$ cat config.mk
export PLATFORM = sky130hd
export DESIGN_NAME = lcd_panel_receiver
export DESIGN_NICKNAME = d
export VERILOG_FILES = /design/src/rtl/lcd_panel_receiver.sv
export SDC_FILE = /design/constraint.sdc
export NUM_CORES = 1
export LEC_CHECK = 0
export BUFFER_PORTS_ARGS = -buffer_cell sky130_fd_sc_hd__buf_2
export CORE_MARGIN = 5
export CORE_UTILIZATION = 63
export DETAILED_ROUTE_END_ITERATION = 12
export HOLD_SLACK_MARGIN = 0.05
export PLACE_DENSITY_LB_ADDON = 0.1
export SLEW_MARGIN = 20
export SYNTH_ARGS = -nofsm -noshare
export SYNTH_HDL_FRONTEND = slang
export SYNTH_SLANG_ARGS = --single-unit
$ cat constraint.sdc
create_clock -name clk -period 5 [get_ports clk]
set_input_delay 1 -clock clk [delete_from_list [all_inputs] [get_ports clk]]
set_output_delay 1 -clock clk [all_outputs]
set_load 0.01 [all_outputs]
$ cat src/rtl/lcd_panel_receiver.sv
// Panel-side responder for a 16-bit 8080-style write bus: samples the bus, decodes
// command/parameter writes, tracks the column/page window and emits addressed pixels.
module lcd_panel_receiver #(
    parameter int unsigned SYNC_STAGES  = 2,
    parameter logic [9:0]  COL_DEF_END  = 10'd853,
    parameter logic [9:0]  PAGE_DEF_END = 10'd479
) (
    input  logic        clk,
    input  logic        reset,
    input  logic [15:0] lcd_data,
    input  logic        cs,
    input  logic        rs,
    input  logic        wr,
    input  logic        rd,
    input  logic        rst,
    output logic        cmd_valid,
    output logic [7:0]  cmd_code,
    output logic        param_valid,
    output logic [3:0]  param_idx,
    output logic [7:0]  param_data,
    output logic        pix_valid,
    output logic [15:0] pix_data,
    output logic [9:0]  pix_x,
    output logic [9:0]  pix_y,
    output logic        frame_done,
    output logic        sleep_out,
    output logic        disp_on,
    output logic        err
);

    localparam int unsigned DATA_W = 16;
    localparam int unsigned BUS_W  = DATA_W + 5;
    localparam int unsigned CS_B   = DATA_W + 4;
    localparam int unsigned RS_B   = DATA_W + 3;
    localparam int unsigned WR_B   = DATA_W + 2;
    localparam int unsigned RD_B   = DATA_W + 1;
    localparam int unsigned RST_B  = DATA_W;
    // Reset value of the sampler matches an idle bus so no false edge appears.
    localparam logic [BUS_W-1:0] BUS_IDLE = {1'b1, 1'b0, 1'b1, 1'b1, 1'b1, 16'h0000};

    typedef enum logic [1:0] {
        S_IDLE  = 2'd0,
        S_PARAM = 2'd1,
        S_MEMWR = 2'd2
    } state_t;

    logic [BUS_W-1:0]  sync_q [SYNC_STAGES];
    logic              b_wr_q;
    logic              b_rs_q;
    logic [DATA_W-1:0] b_data_q;

    logic a_cs, a_wr, a_rd, a_rst;
    logic strobe, cmd_strb, data_strb;

    state_t      state_q, state_d;
    logic [9:0]  col_start_q, col_start_d, col_end_q, col_end_d;
    logic [9:0]  page_start_q, page_start_d, page_end_q, page_end_d;
    logic [9:0]  x_q, x_d, y_q, y_d;
    logic [3:0]  pcnt_q, pcnt_d;
    logic        cmd_valid_q, cmd_valid_d;
    logic [7:0]  cmd_code_q, cmd_code_d;
    logic        param_valid_q, param_valid_d;
    logic [3:0]  param_idx_q, param_idx_d;
    logic [7:0]  param_data_q, param_data_d;
    logic        pix_valid_q, pix_valid_d;
    logic [15:0] pix_data_q, pix_data_d;
    logic [9:0]  pix_x_q, pix_x_d, pix_y_q, pix_y_d;
    logic        frame_done_q, frame_done_d;
    logic        sleep_q, sleep_d, disp_q, disp_d;
    logic        err_q, err_d;

    // Input sampler: SYNC_STAGES-deep pipeline (last stage = A) plus the B copy.
    always_ff @(posedge clk) begin
        if (!reset) begin
            for (int i = 0; i < SYNC_STAGES; i++) begin
                sync_q[i] <= BUS_IDLE;
            end
            b_wr_q   <= 1'b1;
            b_rs_q   <= 1'b0;
            b_data_q <= '0;
        end else begin
            sync_q[0] <= {cs, rs, wr, rd, rst, lcd_data};
            for (int i = 1; i < SYNC_STAGES; i++) begin
                sync_q[i] <= sync_q[i-1];
            end
            b_wr_q   <= sync_q[SYNC_STAGES-1][WR_B];
            b_rs_q   <= sync_q[SYNC_STAGES-1][RS_B];
            b_data_q <= sync_q[SYNC_STAGES-1][DATA_W-1:0];
        end
    end

    assign a_cs      = sync_q[SYNC_STAGES-1][CS_B];
    assign a_wr      = sync_q[SYNC_STAGES-1][WR_B];
    assign a_rd      = sync_q[SYNC_STAGES-1][RD_B];
    assign a_rst     = sync_q[SYNC_STAGES-1][RST_B];
    assign strobe    = a_wr & ~b_wr_q & ~a_cs & a_rd & a_rst;
    assign cmd_strb  = strobe & ~b_rs_q;
    assign data_strb = strobe & b_rs_q;

    // Next-state and output decode.
    always_comb begin
        state_d       = state_q;
        col_start_d   = col_start_q;
        col_end_d     = col_end_q;
        page_start_d  = page_start_q;
        page_end_d    = page_end_q;
        x_d           = x_q;
        y_d           = y_q;
        pcnt_d        = pcnt_q;
        cmd_valid_d   = 1'b0;
        cmd_code_d    = cmd_code_q;
        param_valid_d = 1'b0;
        param_idx_d   = param_idx_q;
        param_data_d  = param_data_q;
        pix_valid_d   = 1'b0;
        pix_data_d    = pix_data_q;
        pix_x_d       = pix_x_q;
        pix_y_d       = pix_y_q;
        frame_done_d  = 1'b0;
        sleep_d       = sleep_q;
        disp_d        = disp_q;
        err_d         = 1'b0;

        if (!a_rst) begin
            state_d      = S_IDLE;
            col_start_d  = 10'd0;
            col_end_d    = COL_DEF_END;
            page_start_d = 10'd0;
            page_end_d   = PAGE_DEF_END;
            pcnt_d       = 4'd0;
            sleep_d      = 1'b0;
            disp_d       = 1'b0;
        end else if (cmd_strb) begin
            cmd_valid_d = 1'b1;
            cmd_code_d  = b_data_q[7:0];
            pcnt_d      = 4'd0;
            case (b_data_q[7:0])
                8'h2A, 8'h2B: state_d = S_PARAM;
                8'h2C: begin
                    if ((col_start_q > col_end_q) || (page_start_q > page_end_q)) begin
                        err_d   = 1'b1;
                        state_d = S_IDLE;
                    end else begin
                        x_d     = col_start_q;
                        y_d     = page_start_q;
                        state_d = S_MEMWR;
                    end
                end
                8'h11: begin sleep_d = 1'b1; state_d = S_IDLE; end
                8'h10: begin sleep_d = 1'b0; state_d = S_IDLE; end
                8'h29: begin disp_d  = 1'b1; state_d = S_IDLE; end
                8'h28: begin disp_d  = 1'b0; state_d = S_IDLE; end
                default: state_d = S_PARAM;
            endcase
        end else if (data_strb) begin
            case (state_q)
                S_PARAM: begin
                    param_valid_d = 1'b1;
                    param_idx_d   = pcnt_q;
                    param_data_d  = b_data_q[7:0];
                    if (pcnt_q != 4'hF) begin
                        pcnt_d = pcnt_q + 4'd1;
                    end
                    // High bytes keep only bits [1:0]; window is 10 bits wide.
                    if (cmd_code_q == 8'h2A) begin
                        case (pcnt_q)
                            4'd0: col_start_d = {b_data_q[1:0], col_start_q[7:0]};
                            4'd1: col_start_d = {col_start_q[9:8], b_data_q[7:0]};
                            4'd2: col_end_d   = {b_data_q[1:0], col_end_q[7:0]};
                            4'd3: col_end_d   = {col_end_q[9:8], b_data_q[7:0]};
                            default: ;
                        endcase
                    end else if (cmd_code_q == 8'h2B) begin
                        case (pcnt_q)
                            4'd0: page_start_d = {b_data_q[1:0], page_start_q[7:0]};
                            4'd1: page_start_d = {page_start_q[9:8], b_data_q[7:0]};
                            4'd2: page_end_d   = {b_data_q[1:0], page_end_q[7:0]};
                            4'd3: page_end_d   = {page_end_q[9:8], b_data_q[7:0]};
                            default: ;
                        endcase
                    end
                end
                S_MEMWR: begin
                    pix_valid_d = 1'b1;
                    pix_data_d  = b_data_q;
                    pix_x_d     = x_q;
                    pix_y_d     = y_q;
                    if (x_q == col_end_q) begin
                        x_d = col_start_q;
                        if (y_q == page_end_q) begin
                            y_d          = page_start_q;
                            frame_done_d = 1'b1;
                        end else begin
                            y_d = y_q + 10'd1;
                        end
                    end else begin
                        x_d = x_q + 10'd1;
                    end
                end
                default: err_d = 1'b1;
            endcase
        end
    end

    always_ff @(posedge clk) begin
        if (!reset) begin
            state_q       <= S_IDLE;
            col_start_q   <= 10'd0;
            col_end_q     <= COL_DEF_END;
            page_start_q  <= 10'd0;
            page_end_q    <= PAGE_DEF_END;
            x_q           <= 10'd0;
            y_q           <= 10'd0;
            pcnt_q        <= 4'd0;
            cmd_valid_q   <= 1'b0;
            cmd_code_q    <= 8'h00;
            param_valid_q <= 1'b0;
            param_idx_q   <= 4'd0;
            param_data_q  <= 8'h00;
            pix_valid_q   <= 1'b0;
            pix_data_q    <= 16'h0000;
            pix_x_q       <= 10'd0;
            pix_y_q       <= 10'd0;
            frame_done_q  <= 1'b0;
            sleep_q       <= 1'b0;
            disp_q        <= 1'b0;
            err_q         <= 1'b0;
        end else begin
            state_q       <= state_d;
            col_start_q   <= col_start_d;
            col_end_q     <= col_end_d;
            page_start_q  <= page_start_d;
            page_end_q    <= page_end_d;
            x_q           <= x_d;
            y_q           <= y_d;
            pcnt_q        <= pcnt_d;
            cmd_valid_q   <= cmd_valid_d;
            cmd_code_q    <= cmd_code_d;
            param_valid_q <= param_valid_d;
            param_idx_q   <= param_idx_d;
            param_data_q  <= param_data_d;
            pix_valid_q   <= pix_valid_d;
            pix_data_q    <= pix_data_d;
            pix_x_q       <= pix_x_d;
            pix_y_q       <= pix_y_d;
            frame_done_q  <= frame_done_d;
            sleep_q       <= sleep_d;
            disp_q        <= disp_d;
            err_q         <= err_d;
        end
    end

    assign cmd_valid   = cmd_valid_q;
    assign cmd_code    = cmd_code_q;
    assign param_valid = param_valid_q;
    assign param_idx   = param_idx_q;
    assign param_data  = param_data_q;
    assign pix_valid   = pix_valid_q;
    assign pix_data    = pix_data_q;
    assign pix_x       = pix_x_q;
    assign pix_y       = pix_y_q;
    assign frame_done  = frame_done_q;
    assign sleep_out   = sleep_q;
    assign disp_on     = disp_q;
    assign err         = err_q;

endmodule

==> reports/qor.csv <==
metric;value;unit
ant_nets;0;
viasPerCell;5.73;
ys_types;57;
finalSetupTns;0;ps
antenna_found_initial;0;
wl;18400;um
gr-usage-all-layers;0.255;
synth.area.top_cells;dfxtp_1 48%, nand2_1 7.2%, a21oi_1 5.3%, and2_1 4.5%, ha_1 4.5%;
post-route-drc-count;0;
dieWidth;122;um
cp_slowest_cell;o31ai_4;
gp_congestion;0.956;
drv_cap;0;
min_path_cells;1;
io_pins;86;
cts.sinks;189;
synth_common_cells;189 x dfxtp_1, 150 x nand2_1, 83 x a21oi_1;
cts_tree;built;
drv_slew;0;
fp.dieH;122;um
cpPeakStageDelay;830;ps
reg2reg_depth;6;
cts_made_buffers;17;
area_growth;13.2;%
ys_warn_count;0;
start_util;0.649;
synth_most_common_cell;dfxtp_1;
netlist.area_leader.share;0.481;
hp-class;reg2reg;
critPathKind;reg2reg;
rows;40;
first_global_vias;6010;
portBuffers;85;
dieArea;0.0148;mm^2
worstSetupEndpointType;flop;
layout_min_cycle_time;2940;ps
drt-initial-drc-count;602;
vdd_ir_drop_max;0.250;mV
clock_path_buffers;2;
max_freq;0.340;GHz
path_cells;xnor2_1 > nand4_1 > o31ai_4 > nand2_2 > o311ai_0 > o41ai_1;
slew_headroom;0.338;
power.leakage;3.44;nW
drt-pass1-iter-count;5;
worst_pin_slew;991;ps
synth_nets;928;
ys_ff_latch;189;
synth-async-reset-ratio;0;
yosys.area.top_type;dfxtp_1;
status;complete, no violations;
r2r_slack;2060;ps
synth.avg_cell_area;8.96;um^2
grt_max_degree;79;
rsz0062_at_grt;no;
startpoint_type;flop;
core_area;0.0121;mm^2
fin_crit_sh;0.588;
post_cts_resize_count;0;
yosys_most_used_dff;dfxtp_1;
path_clk_slew;70;ps
synth_edf_count;0;
postCtsHoldBufs;0;
cts_setup_buffers;0;
placedCellCount;1077;
netlist_instances;877;
wl_per_cell;16.6;um
layout.nets;979;
syn_area;0.00786;mm^2
final_cells;1109;
hold_viol;0;
drive_gt1_frac;0.150;
cp_max_fo;26;
diodes;0;
required;5280;ps
hpwl;12500;um
grt_pass1_wl;30000;um
seq_area_frac_synth;0.481;
fin_skew;9.76;ps
htreeDepth;4;
grt_overflow_total;0;
powerDensity;337;mW/mm^2
ctsRootBufferMaster;clkbuf_16;
setup_violations;0;
cp.arrival;3220;ps
vias;6359;
insertion_delay;430;ps
## metrics by stage
| stage | setup WS (ps) | util | hold slack (ps) | cell area (um^2) | total power [mW] |
|---|---|---|---|---|---|
| global route | 1830 | 0.735 | 442 | 8900 | 3.09 |
| CTS | 2110 | 0.735 | 421 | 8900 | 3.00 |
| detailed placement | 2170 | 0.683 | 403 | 8270 | 1.62 |
| global placement | 2260 | 0.683 | 398 | 8270 | 1.62 |
| finish | 2060 | 0.735 | 419 | 8900 | 2.99 |
| floorplan | 2830 | - | 386 | 7860 | 1.60 |
## cell families (layout without fill, tap and decap cells)
family / count (synthesis) / count (layout) / share of synthesized area
buffers and inverters: 86 / 150 / 0.0473
xor gates and xnor gates: 21 / 21 / 0.0234
DFF: 189 / 189 / 0.481
muxes: 33 / 33 / 0.0420
AOI/OAI and AO/OA: 163 / 163 / 0.134
and+or+nand+nor: 357 / 357 / 0.228
adders and majority gates: 28 / 28 / 0.0446
## critical path: cells and delay by family, from the launching register on
kind / cells / cell delay [ps]
compound gates: 3 / 1420
simple gates: 2 / 660
flops: 1 / 500
xor+xnor: 1 / 200
## sequential cells by signal, summed over array words and instances (netlist names), 10 cells and up
signal	cells
b_data_q	16
y_q	10
pix_data	16
col_start_q	10
pix_y	10
page_end_q	10
x_q	10
pix_x	10
page_start_q	10
col_end_q	10
sync_q	42
## layer usage
metal	vias to the layer above	global-route usage	wire length (um)
met2	210	0.426	9110
met4	0	0.0973	436
met1	3014	0.322	7800
li1	3102	-	-
met3	33	0.0576	1090
met5	-	0	0
## power breakdown
group | internal, mW | leakage [nW] | switching (mW)
Combinational | 0.0198 | 1.61 | 0.0334
Sequential | 1.52 | 1.53 | 0.0118
Clock | 0.768 | 0.297 | 0.638
## placed cells by master (no fill, tap or decap), types with 3 or more instances in the layout
cell type and n:
buf_2 85, xnor2_1 21, inv_1 27, clkbuf_16 17, buf_4 5, nor3b_1 3
o311ai_0 10, nand2b_1 15, or3b_1 3, and2_1 57, nor3_2 3, inv_8 6
nand3_1 6, nor2b_1 3, nor3_1 13, ha_1 28, o41ai_1 11, nor2_1 57
mux2i_1 33, dfxtp_1 189, a211o_1 5, clkinvlp_4 3, a211oi_1 7, a21oi_1 83
a31oi_1 5, o21ai_0 17, nand4_1 8, nand2_1 150, o211ai_1 12, nor4_1 3
nand3b_1 3, or3_1 7, and3_1 9
## cell type report
type	count	area (um^2)
inverter	28	105
sequential	189	3780
clock buffer	17	425
tap	168	210
fill	928	3210
multi-input combinational	602	3710
clock inverter	15	200
timing repair buffer	90	463
## final timing paths
check                                 from                        to
setup / recovery       x_q[7]$_SDFFE_PN0P_       y_q[3]$_SDFFE_PN0P_
setup reg to reg       x_q[7]$_SDFFE_PN0P_       y_q[3]$_SDFFE_PN0P_
hold / removal    sync_q[0][18]$_SDFF_PN1_  sync_q[0][39]$_SDFF_PN1_
hold reg to reg   sync_q[0][18]$_SDFF_PN1_  sync_q[0][39]$_SDFF_PN1_
(Power assumes the default switching activity.)
